==> config.mk <==
export PLATFORM = sky130hd
export DESIGN_NAME = mips_mem_if_flat
export DESIGN_NICKNAME = d
export VERILOG_FILES = /design/src/rtl/mips_mem_if_if.sv /design/src/rtl/mips_mem_if.sv /design/src/flat_wrapper.sv
export SDC_FILE = /design/constraint.sdc
export NUM_CORES = 1
export LEC_CHECK = 0
export BUFFER_PORTS_ARGS = -buffer_cell sky130_fd_sc_hd__clkbuf_2
export CORE_AREA = 2 2 142 144
export DETAILED_ROUTE_END_ITERATION = 8
export DIE_AREA = 0 0 144 146
export PLACE_DENSITY_LB_ADDON = 0.1
export SLEW_MARGIN = 30
export SYNTH_ARGS = -nofsm -noshare
export SYNTH_HDL_FRONTEND = slang
export SYNTH_SLANG_ARGS = --single-unit
==> constraint.sdc <==
create_clock -name i_clk -period 2.8 [get_ports i_clk]
set_input_delay 0.14 -clock i_clk [delete_from_list [all_inputs] [get_ports i_clk]]
set_output_delay 0.14 -clock i_clk [all_outputs]
set_load 0.02 [all_outputs]
==> src/rtl/mips_mem_if_if.sv <==
// Request/acknowledge memory port shared by the instruction and data sides.
// The memory interface unit drives the master modport; the RAM drives the slave modport.
interface mips_mem_if_if #(
  parameter int unsigned AW = 32,
  parameter int unsigned DW = 32
) ();
  logic          req;
  logic          we;
  logic [AW-1:0] addr;
  logic [DW-1:0] wdata;
  logic          ack;
  logic [DW-1:0] rdata;

  modport master (output req, output we, output addr, output wdata, input ack, input rdata);
  modport slave  (input req, input we, input addr, input wdata, output ack, output rdata);
endinterface

==> src/rtl/mips_mem_if.sv <==
// Memory interface unit: req/ack handshakes to variable-latency instruction and data RAMs,
// a single pipeline stall until both accesses complete, and a sticky timeout/misalign error.
module mips_mem_if #(
  parameter int unsigned AW      = 32,
  parameter int unsigned DW      = 32,
  parameter int unsigned TIMEOUT = 16
) (
  input  logic                 i_clk,
  input  logic                 i_rst_n,
  input  logic [AW-1:0]        i_core_pc,
  output logic [DW-1:0]        o_core_inst,
  input  logic                 i_core_den,
  input  logic                 i_core_dwe,
  input  logic [AW-1:0]        i_core_daddr,
  input  logic [DW-1:0]        i_core_dwdata,
  output logic [DW-1:0]        o_core_drdata,
  output logic                 o_stall,
  output logic                 o_err,
  mips_mem_if_if.master        imem,
  mips_mem_if_if.master        dmem
);

  localparam int unsigned TW = $clog2(TIMEOUT) + 1;
  localparam logic [TW-1:0] TMax = TW'(TIMEOUT - 1);

  typedef enum logic [1:0] {StIdle, StReq, StDone} state_e;

  state_e        r_i_state, w_i_state_nxt;
  state_e        r_d_state, w_d_state_nxt;
  logic [TW-1:0] r_i_timer, w_i_timer_nxt;
  logic [TW-1:0] r_d_timer, w_d_timer_nxt;
  logic [DW-1:0] r_inst_buf, w_inst_buf_nxt;
  logic [DW-1:0] r_drd_buf, w_drd_buf_nxt;
  logic          r_err, w_err_nxt;

  logic w_i_align, w_d_align;
  logic w_i_hit, w_d_hit;
  logic w_i_tmo, w_d_tmo;
  logic w_i_mis, w_d_mis;
  logic w_i_ok, w_d_ok, w_adv;

  assign w_i_align = (i_core_pc[1:0] == 2'b00);
  assign w_d_align = (i_core_daddr[1:0] == 2'b00);

  // Misaligned ports never raise req, so an ack there is not a completion.
  assign w_i_hit = (r_i_state == StReq) & w_i_align & imem.ack;
  assign w_d_hit = (r_d_state == StReq) & w_d_align & dmem.ack;
  assign w_i_tmo = (r_i_state == StReq) & w_i_align & ~imem.ack & (r_i_timer == TMax);
  assign w_d_tmo = (r_d_state == StReq) & w_d_align & ~dmem.ack & (r_d_timer == TMax);
  assign w_i_mis = (r_i_state == StReq) & ~w_i_align;
  assign w_d_mis = (r_d_state == StReq) & ~w_d_align;

  assign w_i_ok = (r_i_state == StDone) | w_i_hit;
  assign w_d_ok = ~i_core_den | (r_d_state == StDone) | w_d_hit;
  assign w_adv  = w_i_ok & w_d_ok & (r_i_state != StIdle);

  always_comb begin
    w_i_state_nxt  = r_i_state;
    w_i_timer_nxt  = r_i_timer;
    w_inst_buf_nxt = r_inst_buf;
    unique case (r_i_state)
      StIdle: begin
        w_i_state_nxt = StReq;
        w_i_timer_nxt = '0;
      end
      StReq: begin
        if (w_i_hit) begin
          w_inst_buf_nxt = imem.rdata;
          w_i_state_nxt  = w_adv ? StReq : StDone;
          w_i_timer_nxt  = '0;
        end else if (w_i_mis || w_i_tmo) begin
          w_inst_buf_nxt = '0;
          w_i_state_nxt  = StDone;
        end else begin
          w_i_timer_nxt = r_i_timer + TW'(1);
        end
      end
      StDone: begin
        if (w_adv) begin
          w_i_state_nxt = StReq;
          w_i_timer_nxt = '0;
        end
      end
      default: w_i_state_nxt = StIdle;
    endcase
  end

  always_comb begin
    w_d_state_nxt = r_d_state;
    w_d_timer_nxt = r_d_timer;
    w_drd_buf_nxt = r_drd_buf;
    unique case (r_d_state)
      StIdle: begin
        if (i_core_den) begin
          w_d_state_nxt = StReq;
          w_d_timer_nxt = '0;
        end
      end
      StReq: begin
        if (w_d_hit) begin
          if (!i_core_dwe) w_drd_buf_nxt = dmem.rdata;
          w_d_state_nxt = w_adv ? StIdle : StDone;
        end else if (w_adv) begin
          // Core withdrew the data request; nothing left to wait for.
          w_d_state_nxt = StIdle;
        end else if (w_d_mis || w_d_tmo) begin
          w_drd_buf_nxt = '0;
          w_d_state_nxt = StDone;
        end else begin
          w_d_timer_nxt = r_d_timer + TW'(1);
        end
      end
      StDone: begin
        if (w_adv) w_d_state_nxt = StIdle;
      end
      default: w_d_state_nxt = StIdle;
    endcase
  end

  assign w_err_nxt = r_err | w_i_mis | w_i_tmo | w_d_mis | w_d_tmo;

  always_ff @(posedge i_clk or negedge i_rst_n) begin
    if (!i_rst_n) begin
      r_i_state  <= StIdle;
      r_d_state  <= StIdle;
      r_i_timer  <= '0;
      r_d_timer  <= '0;
      r_inst_buf <= '0;
      r_drd_buf  <= '0;
      r_err      <= 1'b0;
    end else begin
      r_i_state  <= w_i_state_nxt;
      r_d_state  <= w_d_state_nxt;
      r_i_timer  <= w_i_timer_nxt;
      r_d_timer  <= w_d_timer_nxt;
      r_inst_buf <= w_inst_buf_nxt;
      r_drd_buf  <= w_drd_buf_nxt;
      r_err      <= w_err_nxt;
    end
  end

  assign imem.req   = (r_i_state == StReq) & w_i_align;
  assign imem.we    = 1'b0;
  assign imem.addr  = i_core_pc;
  assign imem.wdata = '0;

  assign dmem.req   = (r_d_state == StReq) & w_d_align;
  assign dmem.we    = dmem.req & i_core_dwe;
  assign dmem.addr  = i_core_daddr;
  assign dmem.wdata = i_core_dwdata;

  // Bypass on the ack cycle gives zero added latency for single-cycle RAMs.
  assign o_core_inst   = w_i_hit ? imem.rdata : r_inst_buf;
  assign o_core_drdata = (w_d_hit && !i_core_dwe) ? dmem.rdata : r_drd_buf;
  assign o_stall       = ~w_adv;
  assign o_err         = r_err;

endmodule

==> src/flat_wrapper.sv <==
// flat-port wrapper written by rule: the top's interface ports become plain ports
module mips_mem_if_flat 
#(
  parameter int unsigned AW      = 32,
  parameter int unsigned DW      = 32,
  parameter int unsigned TIMEOUT = 16
)
  (i_clk, i_rst_n, i_core_pc, o_core_inst, i_core_den, i_core_dwe, i_core_daddr, i_core_dwdata, o_core_drdata, o_stall, o_err, imem_req, imem_we, imem_addr, imem_wdata, imem_ack, imem_rdata, dmem_req, dmem_we, dmem_addr, dmem_wdata, dmem_ack, dmem_rdata);
  mips_mem_if_if #(.AW(AW), .DW(DW)) imem_i ();
  mips_mem_if_if #(.AW(AW), .DW(DW)) dmem_i ();
  input  logic i_clk;
  input  logic i_rst_n;
  input  logic [AW-1:0] i_core_pc;
  output logic [DW-1:0] o_core_inst;
  input  logic i_core_den;
  input  logic i_core_dwe;
  input  logic [AW-1:0] i_core_daddr;
  input  logic [DW-1:0] i_core_dwdata;
  output logic [DW-1:0] o_core_drdata;
  output logic o_stall;
  output logic o_err;
  output wire logic [$bits(imem_i.req)-1:0] imem_req;
  output wire logic [$bits(imem_i.we)-1:0] imem_we;
  output wire logic [$bits(imem_i.addr)-1:0] imem_addr;
  output wire logic [$bits(imem_i.wdata)-1:0] imem_wdata;
  input wire logic [$bits(imem_i.ack)-1:0] imem_ack;
  input wire logic [$bits(imem_i.rdata)-1:0] imem_rdata;
  output wire logic [$bits(dmem_i.req)-1:0] dmem_req;
  output wire logic [$bits(dmem_i.we)-1:0] dmem_we;
  output wire logic [$bits(dmem_i.addr)-1:0] dmem_addr;
  output wire logic [$bits(dmem_i.wdata)-1:0] dmem_wdata;
  input wire logic [$bits(dmem_i.ack)-1:0] dmem_ack;
  input wire logic [$bits(dmem_i.rdata)-1:0] dmem_rdata;
  assign imem_req = imem_i.req;
  assign imem_we = imem_i.we;
  assign imem_addr = imem_i.addr;
  assign imem_wdata = imem_i.wdata;
  assign imem_i.ack = imem_ack;
  assign imem_i.rdata = imem_rdata;
  assign dmem_req = dmem_i.req;
  assign dmem_we = dmem_i.we;
  assign dmem_addr = dmem_i.addr;
  assign dmem_wdata = dmem_i.wdata;
  assign dmem_i.ack = dmem_ack;
  assign dmem_i.rdata = dmem_rdata;
  mips_mem_if #(.AW(AW), .DW(DW), .TIMEOUT(TIMEOUT)) u_core (.i_clk(i_clk), .i_rst_n(i_rst_n), .i_core_pc(i_core_pc), .o_core_inst(o_core_inst), .i_core_den(i_core_den), .i_core_dwe(i_core_dwe), .i_core_daddr(i_core_daddr), .i_core_dwdata(i_core_dwdata), .o_core_drdata(o_core_drdata), .o_stall(o_stall), .o_err(o_err), .imem(imem_i), .dmem(dmem_i));
endmodule
## Yosys cells after proc, flatten, opt, wreduce, memory -nomap -nowiden

Index checks and enable logic that the tools add are counted.
W data, S select, Z words.

| storage, ports and cells | value |
|---|---|
| register bits | 79 |
| logic and storage cells | 100 |

| cells by class | value |
|---|---|
| add/sub/neg operators | 2 |
| equality and inequality tests | 17 |
| muxes and demuxes | 29 |
| bitwise logic cells | 26 |
| reduce and logical (&&, ||, !) cells | 19 |

Operators with widths:

| kind | count |
|---|---|
| $mux W32 | 8 |
| $mux W5 | 7 |
| $mux W2 | 10 |
| $pmux W5 S3 | 1 |
| $and A1 B1 Y1 | 13 |
| $pmux W2 S3 | 2 |
| $add A5 B1 Y5 const B | 2 |
| $eq A5 B4 Y1 const B | 2 |
| $ne A2 B2 Y1 const B | 5 |
| $pmux W5 S2 | 1 |
| $logic_not A2 Y1 | 4 |
| $reduce_bool A2 Y1 | 4 |
| $or A1 B1 Y1 | 7 |
| $ne A2 B1 Y1 const B | 3 |
| $ne A3 B2 Y1 const B | 2 |
| $not A1 Y1 | 6 |
| $reduce_and A3 Y1 | 2 |
| $reduce_and A5 Y1 | 1 |
| $eq A2 B1 Y1 const B | 2 |
| $eq A2 B2 Y1 const B | 2 |
| $ne A4 B2 Y1 const B | 1 |
| $reduce_and A2 Y1 | 2 |
| $reduce_and A4 Y1 | 1 |
| $reduce_bool A3 Y1 | 1 |
| 3 further kinds | 4 |

## Depth between registers and ports, before layout

Gate-level depths: netlist of run 1.

| depth | value |
|---|---|
| depth in word-level cells | 9 |
| gate-level depth with buffers | 9 |
| mapped depth without buffers | 8 |

## Worst setup path after synthesis of run 1

No wires, ideal clock.

| path | value |
|---|---|
| path kind | register -> output |
| from | reg u_core.r_d_state[1] |
| to | out o_core_drdata[10] |
| arrival time | 1942 ps |
| required time | 2660 ps |
| setup slack | 718 ps |
| cell stages (with the launch flop) | 6 |
| path through | dfrtp_1 -> nor4b_4 -> and3b_2 -> buf_6 -> buf_6 -> mux2_2 |

| on the way | value |
|---|---|
| cells in the longest elaborated chain, start to end | 5 |

Ends and longest elaborated chain:

| element | RTL line | source |
|---|---|---|
| start: declaration | mips_mem_if.sv:29 | `state_e r_d_state, w_d_state_nxt;` |
| start signal: assignment | mips_mem_if.sv:125 | `r_d_state <= StIdle;` |
| start signal: assignment | mips_mem_if.sv:133 | `r_d_state <= w_d_state_nxt;` |
| $eq A2 B1 Y1 | n/a |  |
| $and A1 B1 Y1 | n/a |  |
| net dmem_req | flat_wrapper.sv:28 | `output wire logic [$bits(dmem_i.req)-1:0] dmem_req;` |
| $and A1 B1 Y1 | mips_mem_if.sv:47 | `assign w_d_hit = (r_d_state == StReq) & w_d_align & dmem.ack;` |
| $logic_and A1 B1 Y1 | mips_mem_if.sv:154 | `assign o_core_drdata = (w_d_hit && !i_core_dwe) ? dmem.rdata : r_drd_buf;` |
| $mux W32 | mips_mem_if.sv:154 |  |
| end: declaration | flat_wrapper.sv:19 | `output logic [DW-1:0] o_core_drdata;` |

The timed path passes the listed nets, and every way through them passes these cells.

## Final worst setup path of run 1

| path | value |
|---|---|
| from | reg u_core.r_d_state[1] |
| to | out o_core_drdata[26] |

| on the way | value |
|---|---|
| cells in the longest elaborated chain, start to end | 5 |

Ends and longest elaborated chain:

| element | RTL line |
|---|---|
| $eq A2 B1 Y1 | mips_mem_if.sv:47 |
| $and A1 B1 Y1 (2 in a row) | mips_mem_if.sv:47 |
| $logic_and A1 B1 Y1 | mips_mem_if.sv:154 |
| $mux W32 | mips_mem_if.sv:154 |

No other way between the ends.

==> impl_metrics.yaml, run 1 <==
synth:
  synth-seq-cells: 79
  synth_compound_area_frac: 0.1563
  seq_area_frac_synth: 0.4028
  yosys.area_share.simple: 0.1216
  ys_top_cells_by_area: "dfrtp_1, buf_4, nand2_1"
  synth-warning-count: 0
  yosysMostFrequentCell: "buf_4"
  synth.top_cell.area_share: 0.4028
  yosys-mux-area-fraction: 0.07341
  synth.distinct_cells: 44
  yosys-top-cells-count: "buf_4, nand2_1, dfrtp_1, mux2_2, a22o_2"
  synth_edf_count: 0
  synth_async_sr_flop_share: 1.000
  synth_ff_type: "dfrtp_1"
  yosysTopAreaCell: "dfrtp_1"
  synth_xor_area_frac: 0.001784
  syn-cell-area_um2: 4908
  syn_inst: 499
  postSynthAreaPerCell_um2: 9.837
  yosys.area_share.adder: 0.01020
  synth_top_family_by_area: "buffers and inverters"
cts:
  clockBufferDepth: 2
  postCtsSetupBuffers: 0
  cts-resized-gates: 0
  htreeDepth: 3
  cts_hold_buf: 1
  clk_pin_slew_ps: 60
  clk_latency_ps: 340
  tritoncts: "built"
  cts_sinks: 79
  cts-root-buf: "clkbuf_16"
  cts_buffers: 9
layout:
  nets: 714
  num-fill-cells: 2098
  fin_util: 0.2746
  n_antenna_cell: 0
  syn_to_final_growth_pct: 8.182
  stdcell_count: 813
  drive_above_1_share: 0.4453
  multi_input_comb_area_um2: 1909
  ff_latch_area_um2: 1977
place:
  pre_cts_ws_ps: 464.8
  place.gp.congestion: 0.7427
  io_buffers: 146
  hpwlAfterDp_um: 8670
  dp_cells: 797
sta:
  hold_viol: 0
  finalWorstSetupSlack_ps: 219.0
  tightest_slew_ps: 770.2
  setup_viol: 0
  tns_ps: 0
  rsz0062_at_grt: "false"
  drv_slew: 0
  fmax_mhz: 387.4
  maxSlewHeadroom: 0.4865
  fin_crit_ps: 2581
  clock_skew_ps: 4.247
  finalCritPeriodShare: 0.9218
drt:
  drc: 0
  drtIter0Drc: 106
  wl_um: 12210
  via_count: 3423
  first_pass_iters: 4
  routedWlPerCell_um: 15.02
  antenna_left: 0
  vias_per_cell: 4.210
setup_path:
  critical_path_required_ps: 2660
  timing_worst_setup_path_type: "flip-flop to output pin"
  arrival_ps: 2440
  end_kind: "output pin"
  start_kind: "flip-flop"
  path_max_fanout: 65
floorplan:
  dieHeight_um: 146
  coreArea_um2: 19330
  die-area_um2: 21020
  num_io_pins: 364
  start_util: 0.2539
  die_w_um: 144
  rows: 51
global_route:
  track_usage: 0.1148
  grt_pass1_wl_um: 19060
  first_global_vias: 3586
  grt_remaining_overflow: 0
  antenna_found_initial: 0
  grt_max_degree: 80
power_and_ir_drop:
  power_density_nw_per_um2: 797.3
  ir_drop_v: 0.0002830
  p_leak_nw: 2.850
run:
  maxCapViolCount: 0
status:
  outcome: "finished clean"
min_path:
  hp-class: "input pin to flip-flop"
-- flip-flops by register name, indices dropped and copies added, names as in the netlist --
register,cells
u_core.r_i_timer,5
u_core.r_inst_buf,32
u_core.r_drd_buf,32
u_core.o_err,1
u_core.r_i_state,2
u_core.r_d_state,2
u_core.r_d_timer,5
-- path summary, 6_finish.rpt --
path                                                          to  slack [ps]  depth (start not counted)                       startpoint
max in group asynchronous       u_core.r_inst_buf[9]$_DFFE_PN0P_        1830                          2                          i_rst_n
worst max-delay path                           o_core_drdata[26]         220                          5  u_core.r_d_state[1]$_DFFE_PN0P_
worst min-delay path            u_core.r_inst_buf[8]$_DFFE_PN0P_          40                          2                    imem_rdata[8]
min in group asynchronous        u_core.r_drd_buf[6]$_DFFE_PN0P_         430                          2                          i_rst_n
worst max register to register  u_core.r_drd_buf[13]$_DFFE_PN0P_         480                          8  u_core.r_d_timer[0]$_DFFE_PN0P_
worst min register to register   u_core.r_i_timer[4]$_DFFE_PN0P_         480                          2  u_core.r_i_timer[4]$_DFFE_PN0P_
-- per-stage QoR --
step	total power [mW]	instance area [um2]	hold slack (ps)
2_1_floorplan	2.907	5029	-155.6
3_3_place_gp	3.185	5029	280.1
3_5_place_dp	3.197	5035	269.7
4_1_cts	4.328	5310	23.45
5_1_grt	4.542	5310	35.52
6_report	4.234	5310	39.52
-- worst max-delay path, stage by stage, from the launching register on --
cell and delay (ps):
dfrtp_1 470, nor4b_4 450, and3b_2 280, buf_12 280
mux2_2 400, clkbuf_2 160
-- cell type report --
class	count	share of cell area
repair buffers	152	0.1501
flip-flops and latches	79	0.3723
clock inverters	4	0.004241
well taps	265	0.06244
inverters	8	0.005655
clock buffers	11	0.04571
multi-input cells	294	0.3596
-- cells in the final DEF, fill, tap and decap left out, types with 2 or more instances in the layout --
cell type  netlist  layout
and2_2           2       2
o21ai_0          8       8
nor4b_4          2       2
a21boi_0         2       2
inv_1            7       7
ha_1             4       4
o21bai_1         2       2
nand3_1          3       3
and3_1           2       2
buf_4          131       4
clkbuf_2         0     145
mux2_2          32      32
dfrtp_1         79      79
clkbuf_16        0       9
a22o_1          16      16
a22o_2          30      30
and2b_2          3       3
or3_1            3       3
a21oi_1         22      22
clkinv_2         0       3
nand2_1        108     108
conb_1           1      33
-- cells by family after synthesis --
group / after synthesis
muxes: 32
other: 1
xor gates and xnor gates: 1
buffers and inverters: 158
DFF: 79
AOI/OAI and AO/OA: 92
and+or+nand+nor: 132
adders and majority gates: 4
-- metal layers --
metal	global-route usage	vias up	part of all wire
met5	0	-	0
met4	0.05882	0	0.029
met3	0.04080	44	0.095
met2	0.1631	184	0.41
met1	0.1526	1583	0.47
li1	-	1612	-
-- power breakdown --
group | internal, mW | switching (mW)
Clock | 0.615 | 0.466
Combinational | 0.606 | 1.01
Sequential | 1.38 | 0.153
Power figures use the tool's default switching activity.
==> inputs of run 2 (changes only) <==
--- a/config.mk
+++ b/config.mk
@@ -10,6 +10,7 @@
 export DETAILED_ROUTE_END_ITERATION = 8
 export DIE_AREA = 0 0 144 146
 export PLACE_DENSITY_LB_ADDON = 0.1
+export REMOVE_ABC_BUFFERS = 1
 export SLEW_MARGIN = 30
 export SYNTH_ARGS = -nofsm -noshare
 export SYNTH_HDL_FRONTEND = slang
==> impl_metrics.yaml, run 2 (synthesis results as in run 1) <==
setup_path:
  end_kind: "output pin"
  start_kind: "flip-flop"
  arrival_ps: 2290
  cp_num_cells: 5
  cp_cell_sequence: "nor4b_4 > and3b_2 > buf_12 > mux2_2 > clkbuf_2"
  reg2reg_depth: 8
  path_max_fanout: 65
  slowest_delay_ps: 480
  critPathSlowestCell: "dfrtp_1"
  timing_worst_setup_path_type: "flip-flop to output pin"
  critical_path_required_ps: 2660
  crit_buf_inv: 2
  crit_family: "simple AND/OR/NAND/NOR gates"
sta:
  fmax_mhz: 411.0
  finalCritPeriodShare: 0.8690
  drv_slew: 0
  rsz0062_at_grt: "false"
  tns_ps: 0
  clock_skew_ps: 8.062
  hold_ws_ps: 32.45
  fin_crit_ps: 2433
  tightest_slew_ps: 787.3
  maxSlewHeadroom: 0.4751
  hold_viol: 0
  setup_viol: 0
drt:
  vias_per_cell: 4.419
  drc: 0
  wl_um: 19680
  via_count: 3606
  antenna_left: 0
  first_pass_iters: 4
  routedWlPerCell_um: 24.12
  drtIter0Drc: 138
cts:
  postCtsSetupBuffers: 0
  cts_buffers: 9
  clockBufferDepth: 2
  clk_latency_ps: 340
  cts-root-buf: "clkbuf_16"
  tritoncts: "built"
  clk_pin_slew_ps: 70
  htreeDepth: 3
  cts-resized-gates: 0
  cts_sinks: 79
global_route:
  grt_pass1_wl_um: 27280
  grt_max_degree: 80
  antenna_found_initial: 0
  grt_remaining_overflow: 0
  first_global_vias: 3429
  track_usage: 0.1859
layout:
  design_area_um2: 5358
  n_antenna_cell: 0
  syn_to_final_growth_pct: 9.151
  final_cell_mix: "clkbuf_2, nand2_1, dfrtp_1"
  nets: 717
  largest_registers: "u_core.r_drd_buf: 32 flops, u_core.r_inst_buf: 32 flops"
  final_common_cell: "clkbuf_2"
  drive_above_1_share: 0.4446
floorplan:
  die_w_um: 144
  coreArea_um2: 19330
  dieHeight_um: 146
  die-area_um2: 21020
  rows: 51
  num_io_pins: 364
  start_util: 0.2539
power_and_ir_drop:
  ir_drop_v: 0.0003083
  power_density_nw_per_um2: 812.1
  p_leak_nw: 2.871
run:
  maxCapViolCount: 0
min_path:
  holdPathStages: 2
  hp-class: "input pin to flip-flop"
place:
  hpwlAfterDp_um: 14890
  placed_cell_area_um2: 5067
  io_buffers: 146
  place.gp.congestion: 0.7766
status:
  outcome: "finished clean"
==> run 2: worst reg2reg max path, stage by stage, from the launching register on <==
cell     delay (ps)
dfrtp_1         400
ha_1            220
and3_1          180
ha_1            210
and2b_2         190
o31a_2          320
a21oi_4         140
buf_4           360
a22o_2          230
==> run 2: report_power, final <==
part | switching, mW | total (mW) | internal (mW)
combinational | 1.01 | 1.63 | 0.621
clock | 0.492 | 1.18 | 0.684
sequential | 0.159 | 1.54 | 1.38
total | 1.66 | 4.35 | 2.69
==> run 2: worst paths after layout <==
kind,start,endpoint,slack (ps)
max in group asynchronous,i_rst_n,u_core.r_inst_buf[26]$_DFFE_PN0P_,1840
min in group asynchronous,i_rst_n,u_core.r_drd_buf[15]$_DFFE_PN0P_,400
min reg2reg,u_core.r_i_timer[4]$_DFFE_PN0P_,u_core.r_i_timer[4]$_DFFE_PN0P_,490
max,u_core.r_d_state[1]$_DFFE_PN0P_,o_core_drdata[20],370
max reg2reg,u_core.r_d_timer[0]$_DFFE_PN0P_,u_core.r_drd_buf[26]$_DFFE_PN0P_,470
min,dmem_rdata[11],u_core.r_drd_buf[11]$_DFFE_PN0P_,30
==> run 2: per-stage QoR <==
stage	setup WS [ps]	instances	utilization	power [mW]
2_1_floorplan	268.7	381	-	2.606
3_3_place_gp	506.6	800	0.2619	3.201
5_1_grt	260.7	816	0.2771	4.638
6_report	366.8	816	0.2771	4.351
3_5_place_dp	466.9	800	0.2621	3.211
4_1_cts	355.6	816	0.2771	4.405
==> run 2: repair_timing <==
action	CTS	global route
setup endpoints to repair	0	0
endpoints found under the hold margin	79	0
hold buffers	1	0
==> run 2: area by class of cell <==
cell class                 count  area (um2)
clock inverter                 4       47.55
clock buffer                  11       232.7
fill                        2079       13980
sequential                    79        1977
timing repair buffer         155       832.0
multi-input combinational    294        1907
tap                          265       331.6
inverter                       8       30.03
==> run 2: metal layers <==
layer,routed length (um),global-route usage
met1,7985,0.2285
met3,3419,0.1372
met4,1302,0.1176
met2,6875,0.2186
met5,101,0.04545
==> inputs of run 3 (changes only) <==
--- a/config.mk
+++ b/config.mk
@@ -5,10 +5,12 @@
 export SDC_FILE = /design/constraint.sdc
 export NUM_CORES = 1
 export LEC_CHECK = 0
+export ABC_AREA = 1
 export BUFFER_PORTS_ARGS = -buffer_cell sky130_fd_sc_hd__clkbuf_2
-export CORE_AREA = 2 2 142 144
+export CORE_AREA = 2 2 143 145
+export CTS_BUF_LIST = sky130_fd_sc_hd__clkbuf_16
 export DETAILED_ROUTE_END_ITERATION = 8
-export DIE_AREA = 0 0 144 146
+export DIE_AREA = 0 0 145 147
 export PLACE_DENSITY_LB_ADDON = 0.1
 export REMOVE_ABC_BUFFERS = 1
 export SLEW_MARGIN = 30
==> impl_metrics.yaml, run 3 <==
status:
  outcome: "finished clean"
cts:
  cts_sinks: 79
  postCtsSetupBuffers: 0
  clk_latency_ps: 340
  cts_hold_buf: 1
  tritoncts: "built"
  cts_buffers: 9
  htreeDepth: 3
  clockBufferDepth: 2
  clk_pin_slew_ps: 60
  cts-resized-gates: 0
  cts-root-buf: "clkbuf_16"
synth:
  synth-warning-count: 0
  syn_inst: 652
  synth-seq-cells: 79
  synth_compound_area_frac: 0.09294
  yosysMostFrequentCell: "nand2_1"
  yosys.area_share.adder: 0.01005
  synth.distinct_cells: 27
  syn-cell-area_um2: 4981
  yosys.area_share.simple: 0.2447
  yosysTopAreaCell: "dfrtp_1"
  synth_ff_type: "dfrtp_1"
  synth_xor_area_frac: 0.005275
  synth.top_cell.area_share: 0.3969
  yosys-top-cells-count: "nand2_1, buf_4, dfrtp_1, o21ai_0, inv_1"
  postSynthAreaPerCell_um2: 7.640
  yosys-mux-area-fraction: 0
  synth_edf_count: 0
  seq_area_frac_synth: 0.3969
  synth_top_family_by_area: "buffers and inverters"
  ys_top_cells_by_area: "dfrtp_1, buf_4, nand2_1"
  synth_async_sr_flop_share: 1.000
drt:
  wl_met1_um: 7683
  wl_met2_um: 7345
  via_count: 4178
  wl_um: 18720
  drc: 0
  first_pass_iters: 5
  antenna_left: 0
  met3WireLength_um: 2911
  routedWlPerCell_um: 19.22
  drtIter0Drc: 212
  vias_per_cell: 4.290
  top_layer_used: "met5"
layout:
  fin_util: 0.2755
  final_cell_mix: "nand2_1, clkbuf_2, dfrtp_1"
  largest_registers: "u_core.r_drd_buf: 32 flops, u_core.r_inst_buf: 32 flops"
  final_common_cell: "nand2_1"
  stdcell_count: 974
  syn_to_final_growth_pct: 9.771
  design_area_um2: 5468
  drive_above_1_share: 0.2585
  nets: 869
  n_antenna_cell: 0
place:
  placed_cell_area_um2: 5152
  pre_cts_ws_ps: 655.6
  io_buffers: 146
  dp_cells: 957
  hpwlAfterDp_um: 14350
  place.gp.congestion: 0.7428
global_route:
  first_global_vias: 4091
  grt_pass1_wl_um: 27120
  track_usage: 0.1735
  grt_remaining_overflow: 0
  grt_max_degree: 80
  antenna_found_initial: 0
sta:
  rsz0062_at_grt: "false"
  setup_viol: 0
  clock_skew_ps: 7.167
  finalWorstSetupSlack_ps: 399.0
  hold_viol: 0
  hold_ws_ps: 27.45
  tightest_slew_ps: 518.9
  maxSlewHeadroom: 0.6541
  fmax_mhz: 416.5
  fin_crit_ps: 2401
  finalCritPeriodShare: 0.8575
  drv_slew: 0
  tns_ps: 0
setup_path:
  cp_cell_sequence: "nor2_2 > nand3_2 > buf_4 > o21ai_0 > clkbuf_2"
  arrival_ps: 2260
  timing_worst_setup_path_type: "flip-flop to output pin"
  critical_path_required_ps: 2660
  start_kind: "flip-flop"
  path_max_fanout: 34
  slowest_delay_ps: 420
  crit_buf_inv: 2
  crit_family: "simple AND/OR/NAND/NOR gates"
  r2r_slack_ps: 700
  reg2reg_to: "u_core.r_drd_buf[11]$_DFFE_PN0P_"
  reg2reg_depth: 7
  end_kind: "output pin"
  critPathSlowestCell: "dfrtp_1"
  r2r-start: "u_core.r_i_state[1]$_DFFE_PN0P_"
floorplan:
  coreArea_um2: 19840
  die_w_um: 145
  start_util: 0.2510
  die-area_um2: 21320
  dieHeight_um: 147
  rows: 52
  num_io_pins: 364
min_path:
  min_to: "u_core.r_drd_buf[19]$_DFFE_PN0P_"
  hp-start: "dmem_rdata[19]"
  hp-class: "input pin to flip-flop"
  holdPathStages: 3
run:
  maxCapViolCount: 0
power_and_ir_drop:
  finalPower_mw: 4.534
  power_density_nw_per_um2: 829.3
  ir_drop_v: 0.0002700
  p_leak_nw: 3.209
## run 3: changes by cell type in the layout (fill, tap and decap cells not counted), sizes merged, moves of 16 or more
cell,delta
mux2,-32
a21boi,+16
inv,+27
nand2,+133
a21oi,-23
nand3,+28
nor2,+16
a22o,-46
o21ai,+53
## run 3: kinds of logic (layout without fill, tap and decap cells)
group,Yosys count,count (layout)
simple gates,295,295
buf+inv,188,208
compound gates,82,82
flops,79,79
fa+ha+maj,4,4
xor+xnor,3,3
other cells,1,33
## run 3: cell type report
class                           count  area [um2]
Fill cell                        2212       14380
Inverter                           34       127.6
Multi-Input combinational cell    417        1882
Tap cell                          270       337.8
Timing Repair Buffer              158       838.3
Clock buffer                        9       225.2
Sequential cell                    79        1977
Clock inverter                      7       80.08
## run 3: worst reg2reg max path, stage by stage, from the launching register on
cell     delay (ps)
dfrtp_1         420
nor2_2          230
nand3_2         420
nand2_1         320
nand3_2         130
nand3_4         310
nand2_1         140
nand2_1          70
## run 3: layer usage
layer  GRT usage  up-vias
met4     0.07525        6
li1            -     1971
met3      0.1311       44
met1      0.2057     1892
met5     0.04545        -
met2      0.2274      265
## run 3: power breakdown
part	total (mW)	internal, mW	switching, mW
registers	1.54	1.41	0.134
logic	1.74	0.543	1.20
clock network	1.25	0.768	0.481
total	4.53	2.72	1.82
## run 3: worst max-delay path by stage
stage	startpoint	endpoint	slack, ps	depth (start not counted)
floorplan	u_core.r_i_state[1]$_DFFE_PN0P_	o_core_inst[0]	570	3
global placement	u_core.r_i_state[1]$_DFFE_PN0P_	u_core.r_drd_buf[28]$_DFFE_PN0P_	600	7
detailed placement	u_core.r_i_state[1]$_DFFE_PN0P_	u_core.r_drd_buf[18]$_DFFE_PN0P_	660	7
CTS	u_core.r_i_state[1]$_DFFE_PN0P_	o_core_inst[6]	310	5
global route	u_core.r_i_state[1]$_DFFE_PN0P_	o_core_inst[6]	160	5
finish	u_core.r_i_state[1]$_DFFE_PN0P_	o_core_inst[6]	400	5
